==> config.mk <==
export PLATFORM = sky130hd
export DESIGN_NAME = flash_rr_arbiter_flat
export DESIGN_NICKNAME = d
export VERILOG_FILES = /design/src/rtl/flash_rr_arbiter_if.sv /design/src/rtl/flash_rr_arbiter.sv /design/src/flat_wrapper.sv
export SDC_FILE = /design/constraint.sdc
export NUM_CORES = 1
export LEC_CHECK = 0
export ABC_AREA = 1
export BUFFER_PORTS_ARGS = -buffer_cell sky130_fd_sc_hd__buf_4
export CAP_MARGIN = 15
export CORE_MARGIN = 2
export CORE_UTILIZATION = 34
export CTS_CLUSTER_SIZE = 8
export DETAILED_ROUTE_END_ITERATION = 7
export PLACE_DENSITY = 0.56
export SYNTH_ARGS = -nofsm -noshare
export SYNTH_HDL_FRONTEND = slang
export SYNTH_SLANG_ARGS = --single-unit
==> constraint.sdc <==
create_clock -name iCLK -period 3.19 [get_ports iCLK]
set_input_delay 0.4785 -clock iCLK [delete_from_list [all_inputs] [get_ports iCLK]]
set_output_delay 0.4785 -clock iCLK [all_outputs]
set_load 0.01 [all_outputs]
==> src/rtl/flash_rr_arbiter_if.sv <==
// Host, read-client and flash-controller signals around flash_rr_arbiter.
// The arbiter takes the slave side; whatever drives the ports takes master.
interface flash_rr_arbiter_if #(
    parameter int NUM_RD = 3,
    parameter int ADDR_W = 22,
    parameter int DATA_W = 8,
    parameter int CMD_W  = 3
);
    logic [ADDR_W-1:0]        iHS_ADDR;
    logic [DATA_W-1:0]        iHS_DATA;
    logic [CMD_W-1:0]         iHS_CMD;
    logic                     iHS_Start;
    logic [DATA_W-1:0]        oHS_DATA;
    logic                     oHS_Ready;
    logic [NUM_RD-1:0]        iRD_REQ;
    logic [NUM_RD*ADDR_W-1:0] iRD_ADDR;
    logic [NUM_RD*DATA_W-1:0] oRD_DATA;
    logic [NUM_RD-1:0]        oRD_VALID;
    logic [NUM_RD-1:0]        oRD_ERR;
    logic [NUM_RD:0]          oGRANT;
    logic [ADDR_W-1:0]        oFL_ADDR;
    logic [DATA_W-1:0]        oFL_DATA;
    logic [CMD_W-1:0]         oFL_CMD;
    logic                     oFL_Start;
    logic [DATA_W-1:0]        iFL_DATA;
    logic                     iFL_Ready;

    modport slave (
        input  iHS_ADDR, iHS_DATA, iHS_CMD, iHS_Start,
        input  iRD_REQ, iRD_ADDR, iFL_DATA, iFL_Ready,
        output oHS_DATA, oHS_Ready, oRD_DATA, oRD_VALID,
        output oRD_ERR, oGRANT, oFL_ADDR, oFL_DATA,
        output oFL_CMD, oFL_Start
    );

    modport master (
        output iHS_ADDR, iHS_DATA, iHS_CMD, iHS_Start,
        output iRD_REQ, iRD_ADDR, iFL_DATA, iFL_Ready,
        input  oHS_DATA, oHS_Ready, oRD_DATA, oRD_VALID,
        input  oRD_ERR, oGRANT, oFL_ADDR, oFL_DATA,
        input  oFL_CMD, oFL_Start
    );
endinterface

==> src/rtl/flash_rr_arbiter.sv <==
// Shares one flash controller between a full-command host port and
// NUM_RD read-only clients using round-robin arbitration.
module flash_rr_arbiter #(
    parameter int NUM_RD    = 3,
    parameter int ADDR_W    = 22,
    parameter int DATA_W    = 8,
    parameter int CMD_W     = 3,
    parameter int RD_CMD    = 0,
    parameter int HOST_PRIO = 1,
    parameter int GAP_CYC   = 2,
    parameter int TIMEOUT   = 4095
) (
    input logic               iCLK,
    input logic               iRST,
    flash_rr_arbiter_if.slave bus
);
    typedef enum logic [2:0] {
        S_IDLE, S_ISSUE, S_WAIT, S_HOST, S_GAP
    } state_e;

    localparam int NS = (HOST_PRIO != 0) ? NUM_RD : NUM_RD + 1;
    localparam int PW = (NS > 1) ? $clog2(NS) : 1;
    localparam int OW = (NUM_RD > 1) ? $clog2(NUM_RD) : 1;
    localparam int IW = $clog2(NUM_RD + 1);
    localparam int TW = $clog2(TIMEOUT + 2);
    localparam int GW = $clog2(GAP_CYC + 1);

    state_e            state_q, state_d;
    logic              start_q, start_d;
    logic [NUM_RD:0]   grant_q, grant_d;
    logic [ADDR_W-1:0] addr_q, addr_d;
    logic [DATA_W-1:0] data_q [NUM_RD];
    logic [DATA_W-1:0] data_d [NUM_RD];
    logic [NUM_RD-1:0] valid_q, valid_d;
    logic [NUM_RD-1:0] err_q, err_d;
    logic [PW-1:0]     ptr_q, ptr_d;
    logic [OW-1:0]     own_q, own_d;
    logic [TW-1:0]     tcnt_q, tcnt_d;
    logic [GW-1:0]     gcnt_q, gcnt_d;

    logic [NUM_RD:0]   req;
    logic [ADDR_W-1:0] addr_sel;
    logic              found;
    logic              host;
    logic              tmo;
    int                win;
    int                slot;

    assign req  = {bus.iHS_Start, bus.iRD_REQ};
    assign host = (state_q == S_HOST);
    assign tmo  = (TIMEOUT != 0) &&
                  (tcnt_q == TW'(TIMEOUT - 1));

    // First requesting slot at or after the pointer, wrapping.
    always_comb begin
        found = 1'b0;
        win   = 0;
        slot  = 0;
        for (int k = 0; k < NS; k++) begin
            slot = int'(ptr_q) + k;
            if (slot >= NS) slot = slot - NS;
            if (!found && req[IW'(slot)]) begin
                found = 1'b1;
                win   = slot;
            end
        end
    end

    always_comb begin
        addr_sel = '0;
        for (int i = 0; i < NUM_RD; i++)
            if (win == i)
                addr_sel = bus.iRD_ADDR[i*ADDR_W +: ADDR_W];
    end

    always_comb begin
        state_d = state_q;
        start_d = start_q;
        grant_d = grant_q;
        addr_d  = addr_q;
        data_d  = data_q;
        valid_d = '0;
        err_d   = '0;
        ptr_d   = ptr_q;
        own_d   = own_q;
        tcnt_d  = tcnt_q;
        gcnt_d  = gcnt_q;
        unique case (state_q)
            S_IDLE: begin
                if (HOST_PRIO != 0 && bus.iHS_Start) begin
                    state_d = S_HOST;
                    grant_d = '0;
                    grant_d[NUM_RD] = 1'b1;
                end else if (found) begin
                    ptr_d = (win + 1 >= NS) ? '0 : PW'(win + 1);
                    grant_d = '0;
                    grant_d[IW'(win)] = 1'b1;
                    if (win == NUM_RD) begin
                        state_d = S_HOST;
                    end else begin
                        state_d = S_ISSUE;
                        own_d   = OW'(win);
                        addr_d  = addr_sel;
                    end
                end
            end
            S_ISSUE: begin
                start_d = 1'b1;
                tcnt_d  = '0;
                state_d = S_WAIT;
            end
            S_WAIT: begin
                // Ready takes precedence over a simultaneous timeout.
                if (bus.iFL_Ready || tmo) begin
                    start_d = 1'b0;
                    grant_d = '0;
                    gcnt_d  = '0;
                    state_d = S_GAP;
                    if (bus.iFL_Ready) begin
                        data_d[own_q]  = bus.iFL_DATA;
                        valid_d[own_q] = 1'b1;
                    end else begin
                        err_d[own_q] = 1'b1;
                    end
                end else begin
                    tcnt_d = tcnt_q + 1'b1;
                end
            end
            S_HOST: begin
                if (!bus.iHS_Start) begin
                    grant_d = '0;
                    gcnt_d  = '0;
                    state_d = S_GAP;
                end
            end
            S_GAP: begin
                if (gcnt_q == GW'(GAP_CYC - 1))
                    state_d = S_IDLE;
                else
                    gcnt_d = gcnt_q + 1'b1;
            end
            default: state_d = S_IDLE;
        endcase
    end

    always_ff @(posedge iCLK or posedge iRST) begin
        if (iRST) begin
            state_q <= S_IDLE;
            start_q <= 1'b0;
            grant_q <= '0;
            addr_q  <= '0;
            for (int i = 0; i < NUM_RD; i++)
                data_q[i] <= '0;
            valid_q <= '0;
            err_q   <= '0;
            ptr_q   <= '0;
            own_q   <= '0;
            tcnt_q  <= '0;
            gcnt_q  <= '0;
        end else begin
            state_q <= state_d;
            start_q <= start_d;
            grant_q <= grant_d;
            addr_q  <= addr_d;
            data_q  <= data_d;
            valid_q <= valid_d;
            err_q   <= err_d;
            ptr_q   <= ptr_d;
            own_q   <= own_d;
            tcnt_q  <= tcnt_d;
            gcnt_q  <= gcnt_d;
        end
    end

    // The host sees the flash controller directly while it owns it.
    assign bus.oFL_Start = host ? bus.iHS_Start : start_q;
    assign bus.oFL_ADDR  = host ? bus.iHS_ADDR : addr_q;
    assign bus.oFL_DATA  = host ? bus.iHS_DATA : '1;
    assign bus.oFL_CMD   = host ? bus.iHS_CMD : CMD_W'(RD_CMD);
    assign bus.oHS_DATA  = host ? bus.iFL_DATA : '0;
    assign bus.oHS_Ready = host && bus.iFL_Ready;
    assign bus.oGRANT    = grant_q;
    assign bus.oRD_VALID = valid_q;
    assign bus.oRD_ERR   = err_q;

    for (genvar g = 0; g < NUM_RD; g++) begin : g_rd
        assign bus.oRD_DATA[g*DATA_W +: DATA_W] = data_q[g];
    end
endmodule

==> src/flat_wrapper.sv <==
// flat-port wrapper written by rule: the top's interface ports become plain ports
module flash_rr_arbiter_flat 
#(
    parameter int NUM_RD    = 3,
    parameter int ADDR_W    = 22,
    parameter int DATA_W    = 8,
    parameter int CMD_W     = 3,
    parameter int RD_CMD    = 0,
    parameter int HOST_PRIO = 1,
    parameter int GAP_CYC   = 2,
    parameter int TIMEOUT   = 4095
)
  (iCLK, iRST, bus_iHS_ADDR, bus_iHS_DATA, bus_iHS_CMD, bus_iHS_Start, bus_iRD_REQ, bus_iRD_ADDR, bus_iFL_DATA, bus_iFL_Ready, bus_oHS_DATA, bus_oHS_Ready, bus_oRD_DATA, bus_oRD_VALID, bus_oRD_ERR, bus_oGRANT, bus_oFL_ADDR, bus_oFL_DATA, bus_oFL_CMD, bus_oFL_Start);
  flash_rr_arbiter_if #(.NUM_RD(NUM_RD), .ADDR_W(ADDR_W), .DATA_W(DATA_W), .CMD_W(CMD_W)) bus_i ();
  input logic iCLK;
  input logic iRST;
  input wire logic [$bits(bus_i.iHS_ADDR)-1:0] bus_iHS_ADDR;
  input wire logic [$bits(bus_i.iHS_DATA)-1:0] bus_iHS_DATA;
  input wire logic [$bits(bus_i.iHS_CMD)-1:0] bus_iHS_CMD;
  input wire logic [$bits(bus_i.iHS_Start)-1:0] bus_iHS_Start;
  input wire logic [$bits(bus_i.iRD_REQ)-1:0] bus_iRD_REQ;
  input wire logic [$bits(bus_i.iRD_ADDR)-1:0] bus_iRD_ADDR;
  input wire logic [$bits(bus_i.iFL_DATA)-1:0] bus_iFL_DATA;
  input wire logic [$bits(bus_i.iFL_Ready)-1:0] bus_iFL_Ready;
  output wire logic [$bits(bus_i.oHS_DATA)-1:0] bus_oHS_DATA;
  output wire logic [$bits(bus_i.oHS_Ready)-1:0] bus_oHS_Ready;
  output wire logic [$bits(bus_i.oRD_DATA)-1:0] bus_oRD_DATA;
  output wire logic [$bits(bus_i.oRD_VALID)-1:0] bus_oRD_VALID;
  output wire logic [$bits(bus_i.oRD_ERR)-1:0] bus_oRD_ERR;
  output wire logic [$bits(bus_i.oGRANT)-1:0] bus_oGRANT;
  output wire logic [$bits(bus_i.oFL_ADDR)-1:0] bus_oFL_ADDR;
  output wire logic [$bits(bus_i.oFL_DATA)-1:0] bus_oFL_DATA;
  output wire logic [$bits(bus_i.oFL_CMD)-1:0] bus_oFL_CMD;
  output wire logic [$bits(bus_i.oFL_Start)-1:0] bus_oFL_Start;
  assign bus_i.iHS_ADDR = bus_iHS_ADDR;
  assign bus_i.iHS_DATA = bus_iHS_DATA;
  assign bus_i.iHS_CMD = bus_iHS_CMD;
  assign bus_i.iHS_Start = bus_iHS_Start;
  assign bus_i.iRD_REQ = bus_iRD_REQ;
  assign bus_i.iRD_ADDR = bus_iRD_ADDR;
  assign bus_i.iFL_DATA = bus_iFL_DATA;
  assign bus_i.iFL_Ready = bus_iFL_Ready;
  assign bus_oHS_DATA = bus_i.oHS_DATA;
  assign bus_oHS_Ready = bus_i.oHS_Ready;
  assign bus_oRD_DATA = bus_i.oRD_DATA;
  assign bus_oRD_VALID = bus_i.oRD_VALID;
  assign bus_oRD_ERR = bus_i.oRD_ERR;
  assign bus_oGRANT = bus_i.oGRANT;
  assign bus_oFL_ADDR = bus_i.oFL_ADDR;
  assign bus_oFL_DATA = bus_i.oFL_DATA;
  assign bus_oFL_CMD = bus_i.oFL_CMD;
  assign bus_oFL_Start = bus_i.oFL_Start;
  flash_rr_arbiter #(.NUM_RD(NUM_RD), .ADDR_W(ADDR_W), .DATA_W(DATA_W), .CMD_W(CMD_W), .RD_CMD(RD_CMD), .HOST_PRIO(HOST_PRIO), .GAP_CYC(GAP_CYC), .TIMEOUT(TIMEOUT)) u_core (.iCLK(iCLK), .iRST(iRST), .bus(bus_i));
endmodule
==> results.toml, run 1 <==
[worst_hold_path]
hold_path_class = "primary input to asynchronous set/reset pin"

[timing]
slew_headroom_pct = 44.0
max_slew.worst_pin.slew_ns = 0.834
setup_tns_ns = 0
clock_skew_ns = 0.00852
min_period_ns = 2.94
post-route-period-util_pct = 92.2
rsz0062_at_grt = "no"
drv_slew = 0
hold_viol = 0
setup_violations = 0
max_freq_mhz = 340

[critical_path]
r2r_slack_ns = 0.25
worstPathCellList = "inv_1 > ha_1 > inv_2 > nand2_1 > nand3_1 > nand2_2 > nand3_2 > o21ai_2 > ha_1 > nand3_1 > o21bai_4 > buf_4 > nor2_1 > a21oi_1"
crit_buf_inv = 3
startpoint_type = "flip-flop"
max_stage_delay_ns = 0.41
reg2reg_depth = 14
cp_top_family = "compound AO/OA/AOI/OAI gates"
crit_slowest_cell = "dfrtp_2"
arrival_ns = 3.21
path_class = "flip-flop to flip-flop"
rr_startpoint = "u_core.ptr_q[0]"
cp_num_cells = 14
r2r_end = "u_core.addr_q[8]"
critPathMaxFanout = 9
cp-end-kind = "flip-flop"
crit_required_ns = 3.46

[power]
power_density_nw_per_um2 = 972
leakage_nw = 3.84
ir_drop_v = 0.000462

[finish]
num_antenna_cells = 0
final_nets = 1074
synthToLayoutAreaGrowth_pct = 37.0
fillCellCount = 1635
drive_gt1_share_pct = 27.7
stdcell_area_sq_um = 7140

[synth]
synth_area_per_cell_sq_um = 6.80
syn_nets = 894
synth_seq_area_share_pct = 37.9
synth_top_cell_by_area = "dfrtp_1"
mappedNetlistArea_sq_um = 5210
netlist-cell-type-count = 34
synth_top_area_share_pct = 37.9
synth-seq-cells = 79
syn_inst = 766
ys_warn_count = 0
yosys-top-cells-area = "dfrtp_1, nand2_1, nor2_1"

[die]
io-pin-count = 191
fp.coreArea_sq_um = 15100
rows = 45
chipHeight_um = 128
die_x_um = 128
die-area_sq_um = 16300
start_util_pct = 34.5

[drt]
drcViolationCount = 0
vias_per_cell = 4.78
routed_wl_um = 16200
vias = 5445
wl_per_cell_um = 14.2
drt.antenna.violating_nets = 0
drt_pass1_iterations = 5
drt_iter0_drc = 422

[cts]
cts_inserted_buffers = 9
clkSinkCount = 79
cts_hold_buf = 0
root_buffer = "clkbuf_16"
clkTransAtPathRegs_ns = 0.07
clockBufferDepth = 2
tritoncts = "built"
htreeDepth = 3
clk_latency_ns = 0.35

[grt]
grt.total_usage_pct = 19.7
antenna_found_initial = 0
grt_pass1_wl_um = 25700
grt_pass1_vias = 5083
grt_start_max_net_pins = 45
overflow = 0

[status]
outcome = "completed"

[flow_run]
timing.max_cap.violations = 0

[placed_design]
dp_hpwl_um = 12000
port_buffers = 190
place_area_sq_um = 6790
gp_congestion = 0.797
stage by stage:
step                      cells  hold slack (ns)  setup WS, ns  utilization (%)  power (mW)
final                      1139            0.269         0.249             47.3        6.94
after global routing       1139            0.336        0.0221             47.3        7.59
after CTS                  1134            0.293        0.0258             46.8        6.88
after detailed placement   1118            0.479        0.0456             45.0        5.88
after global placement     1118            0.474        0.0495             45.0        5.89
after floorplan             766            0.494         0.499                -        4.41
flip-flops by register name, indices dropped and copies added, names as in the netlist:
signal                count
u_core.gcnt_q             2
u_core.bus.oRD_ERR        3
u_core.ptr_q              2
u_core.bus.oRD_DATA      24
u_core.state_q            3
u_core.tcnt_q            13
u_core.bus.oRD_VALID      3
u_core.bus.oGRANT         4
u_core.start_q            1
u_core.addr_q            22
u_core.own_q              2
area by class of cell:
class / instances / area [sq um] / share of cell area [%]
multi-input cells: 547 / 2700 / 37.7
flip-flops and latches: 79 / 1980 / 27.7
repair buffers: 201 / 1540 / 21.5
inverters: 108 / 409 / 5.73
well taps: 188 / 235 / 3.29
clock buffers: 9 / 225 / 3.15
clock inverters: 7 / 57.6 / 0.806
routing by layer:
| layer | track usage [%] | share of wire (%) | up-vias |
|---|---|---|---|
| li1 | - | - | 2775 |
| met1 | 27.7 | 48 | 2469 |
| met2 | 30.1 | 45 | 185 |
| met3 | 3.88 | 6.1 | 16 |
| met4 | 6.92 | 1.6 | 0 |
| met5 | 0 | 0 | - |
worst max path at each step:
| stage | startpoint | slack (ns) | end |
|---|---|---|---|
| floorplan | u_core.ptr_q[1] | 0.50 | u_core.addr_q[3] |
| global placement | u_core.ptr_q[0] | 0.05 | u_core.addr_q[9] |
| detailed placement | u_core.ptr_q[0] | 0.05 | u_core.addr_q[4] |
| CTS | u_core.ptr_q[0] | 0.03 | u_core.addr_q[20] |
| global route | u_core.ptr_q[1] | 0.02 | u_core.addr_q[2] |
| finish | u_core.ptr_q[0] | 0.25 | u_core.addr_q[8] |
cell usage after synthesis:
master,n
nand4_1,56
dfrtp_1,79
nor2_8,1
nor2_2,3
buf_2,15
nand2_1,195
nand2_2,3
nand3_2,3
clkbuf_1,13
o21ai_0,13
xor2_1,5
buf_1,1
nor4_1,1
o21bai_4,1
mux2_1,1
nor4_2,1
o21ai_2,1
a21oi_1,41
nand2_4,2
o21ai_1,15
nor4_4,2
inv_2,14
inv_1,94
nand3_4,1
ha_1,14
nor3_1,9
or2_1,6
buf_6,2
or2_2,2
nor3_4,1
buf_4,3
nand3_1,20
mux2_2,2
nor2_1,146
where the power goes:
part           total (mW)  switching (mW)  internal [mW]  leakage [nW]
combinational        4.31            2.65           1.67          2.72
clock               0.988           0.453          0.535         0.129
sequential           1.64           0.247           1.40         0.985
timing repair:
item | in CTS | in global routing
resized for setup | 0 | 10
endpoints found under the setup margin | 0 | 25
setup buffers | 0 | 3
kinds of logic (layout without fill, tap and decap cells):
family                   count (synthesis)  count (layout)  synth area share, %
AND/OR/NAND/NOR                        452             454                 39.0
buffers and inverters                  142             325                 11.1
flip-flops                              79              79                 37.9
AO/OA/AOI/OAI                           71              71                 7.15
adder cells (fa/ha/maj)                 14              14                 3.36
XOR/XNOR                                 5               5                0.840
multiplexers                             3               3                0.648
placed cells by master, fill, tap and decap left out, types with 13 or more instances in the layout:
master / count
a21oi_1: 41
buf_4: 198
dfrtp_1: 77
inv_1: 93
inv_2: 13
nand2_1: 195
nand3_1: 20
nand4_1: 56
nor2_1: 146
o21ai_0: 13
o21ai_1: 14
(Power assumes the default switching activity.)
==> run 2, diff against run 1 <==
--- a/config.mk
+++ b/config.mk
@@ -9,10 +9,11 @@
 export BUFFER_PORTS_ARGS = -buffer_cell sky130_fd_sc_hd__buf_4
 export CAP_MARGIN = 15
 export CORE_MARGIN = 2
-export CORE_UTILIZATION = 34
+export CORE_UTILIZATION = 45
+export CTS_CLUSTER_DIAMETER = 30
 export CTS_CLUSTER_SIZE = 8
 export DETAILED_ROUTE_END_ITERATION = 7
-export PLACE_DENSITY = 0.56
+export PLACE_DENSITY = 0.71
 export SYNTH_ARGS = -nofsm -noshare
 export SYNTH_HDL_FRONTEND = slang
 export SYNTH_SLANG_ARGS = --single-unit
==> results.toml, run 2 (synthesis results as in run 1) <==
[status]
outcome = "completed"

[finish]
largest_register_ffs = 24
fillCellCount = 1080
final_nets = 1071
num_antenna_cells = 0
drive_gt1_share_pct = 27.2
final_common_cell = "buf_4"
synthToLayoutAreaGrowth_pct = 36.1
utilization_pct = 62.4
layout_common_cells = "buf_4, nand2_1, nor2_1"

[die]
rows = 39
chipHeight_um = 112
fp.coreArea_sq_um = 11400
die_x_um = 112
die-area_sq_um = 12500
start_util_pct = 45.8
io-pin-count = 191

[cts]
root_buffer = "clkbuf_16"
clkTransAtPathRegs_ns = 0.07
htreeDepth = 3
clkSinkCount = 79
cts_hold_buf = 0
clk_latency_ns = 0.34
tritoncts = "built"
cts_inserted_buffers = 9
clockBufferDepth = 2

[drt]
routed_wl_um = 15100
drt_iter0_drc = 370
vias_per_cell = 4.95
drt.antenna.violating_nets = 0
drt_pass1_iterations = 5
wl_per_cell_um = 13.8
vias = 5401
drcViolationCount = 0

[critical_path]
arrival_ns = 3.19
path_class = "flip-flop to flip-flop"
startpoint_type = "flip-flop"
critPathMaxFanout = 9
cp-end-kind = "flip-flop"
crit_required_ns = 3.45

[timing]
slew_headroom_pct = 45.5
fin_ws_ns = 0.257
post-route-period-util_pct = 92.0
max_slew.worst_pin.slew_ns = 0.811
max_freq_mhz = 341
whs_ns = 0.268
drv_slew = 0
hold_viol = 0
min_period_ns = 2.93
clock_skew_ns = 0.00858
setup_violations = 0

[power]
ir_drop_v = 0.000788
power_density_nw_per_um2 = 991
total_power_mw = 7.02
leakage_nw = 3.85

[grt]
antenna_found_initial = 0
grt_start_max_net_pins = 45
grt_pass1_wl_um = 24000
overflow = 0
grt.total_usage_pct = 23.5
grt_pass1_vias = 4917

[placed_design]
dp_hpwl_um = 11000
gp_congestion = 0.902
port_buffers = 190
pre_cts_ws_ns = 0.0715

[flow_run]
timing.max_cap.violations = 0

[worst_hold_path]
hold_path_class = "primary input to asynchronous set/reset pin"
-- run 2: changes by cell type in the layout (fill, tap and decap cells not counted) --
cell and delta:
nand3_2 -1, dfrtp_1 +1, dfrtp_2 -1, buf_6 -1
clkinvlp_4 -1, ha_1 +1, ha_2 -1, inv_6 -2
clkinv_2 +1, buf_4 -1, bufinv_16 +2
-- run 2: layout make-up --
cell class | instances | area (sq um) | area share (%)
sequential | 79 | 1980 | 27.9
tap | 143 | 179 | 2.52
timing repair buffer | 199 | 1520 | 21.4
multi-input combinational | 546 | 2680 | 37.8
inverter | 108 | 409 | 5.77
clock buffer | 9 | 225 | 3.18
clock inverter | 7 | 97.6 | 1.38
-- run 2: where the power goes --
group / switching [mW] / leakage (nW) / internal [mW]
clock: 0.430 / 0.152 / 0.687
combinational: 2.62 / 2.71 / 1.64
sequential: 0.251 / 0.986 / 1.40
total: 3.30 / 3.85 / 3.73
-- run 2: worst max-delay path, cell delays in order, from the launching register on --
cell and delay (ns):
dfrtp_1 0.43, inv_1 0.15, ha_1 0.37, inv_2 0.11
nand2_1 0.08, nand3_1 0.08, nand2_1 0.17, nand3_2 0.14
o21ai_2 0.24, ha_1 0.24, nand3_1 0.15, o21bai_4 0.27
buf_4 0.22, nor2_1 0.06, a21oi_1 0.14
-- run 2: repair_timing --
item | in CTS | in global routing
setup endpoints to repair | 0 | 23
resized for setup | 0 | 7
setup buffers | 0 | 1
-- run 2: stage by stage --
step                      TNS [ns]  instance area (sq um)  instances
after global routing      -0.00171                   7090       1091
after global placement           0                   6730       1073
after floorplan                  0                   5210        766
final                            0                   7090       1091
after detailed placement         0                   6730       1073
after CTS                        0                   7050       1089
-- run 2: final timing paths --
path	from	end	slack [ns]	cells past startpoint
min reg2reg	u_core.bus.oRD_DATA[4]	u_core.bus.oRD_DATA[4]	0.49	2
max reg2reg	u_core.ptr_q[0]	u_core.addr_q[2]	0.26	14
max	u_core.ptr_q[0]	u_core.addr_q[2]	0.26	14
max in group asynchronous	iRST	u_core.ptr_q[1]	2.27	3
min in group iCLK	bus_iFL_DATA[2]	u_core.bus.oRD_DATA[18]	0.45	3
min	iRST	u_core.bus.oRD_DATA[15]	0.27	2
-- run 2: layer usage --
metal / routed length (um) / GRT usage [%]
met5: 0 / 0
met4: 388 / 7.98
met3: 993 / 4.74
met2: 6700 / 34.8
met1: 6980 / 34.5
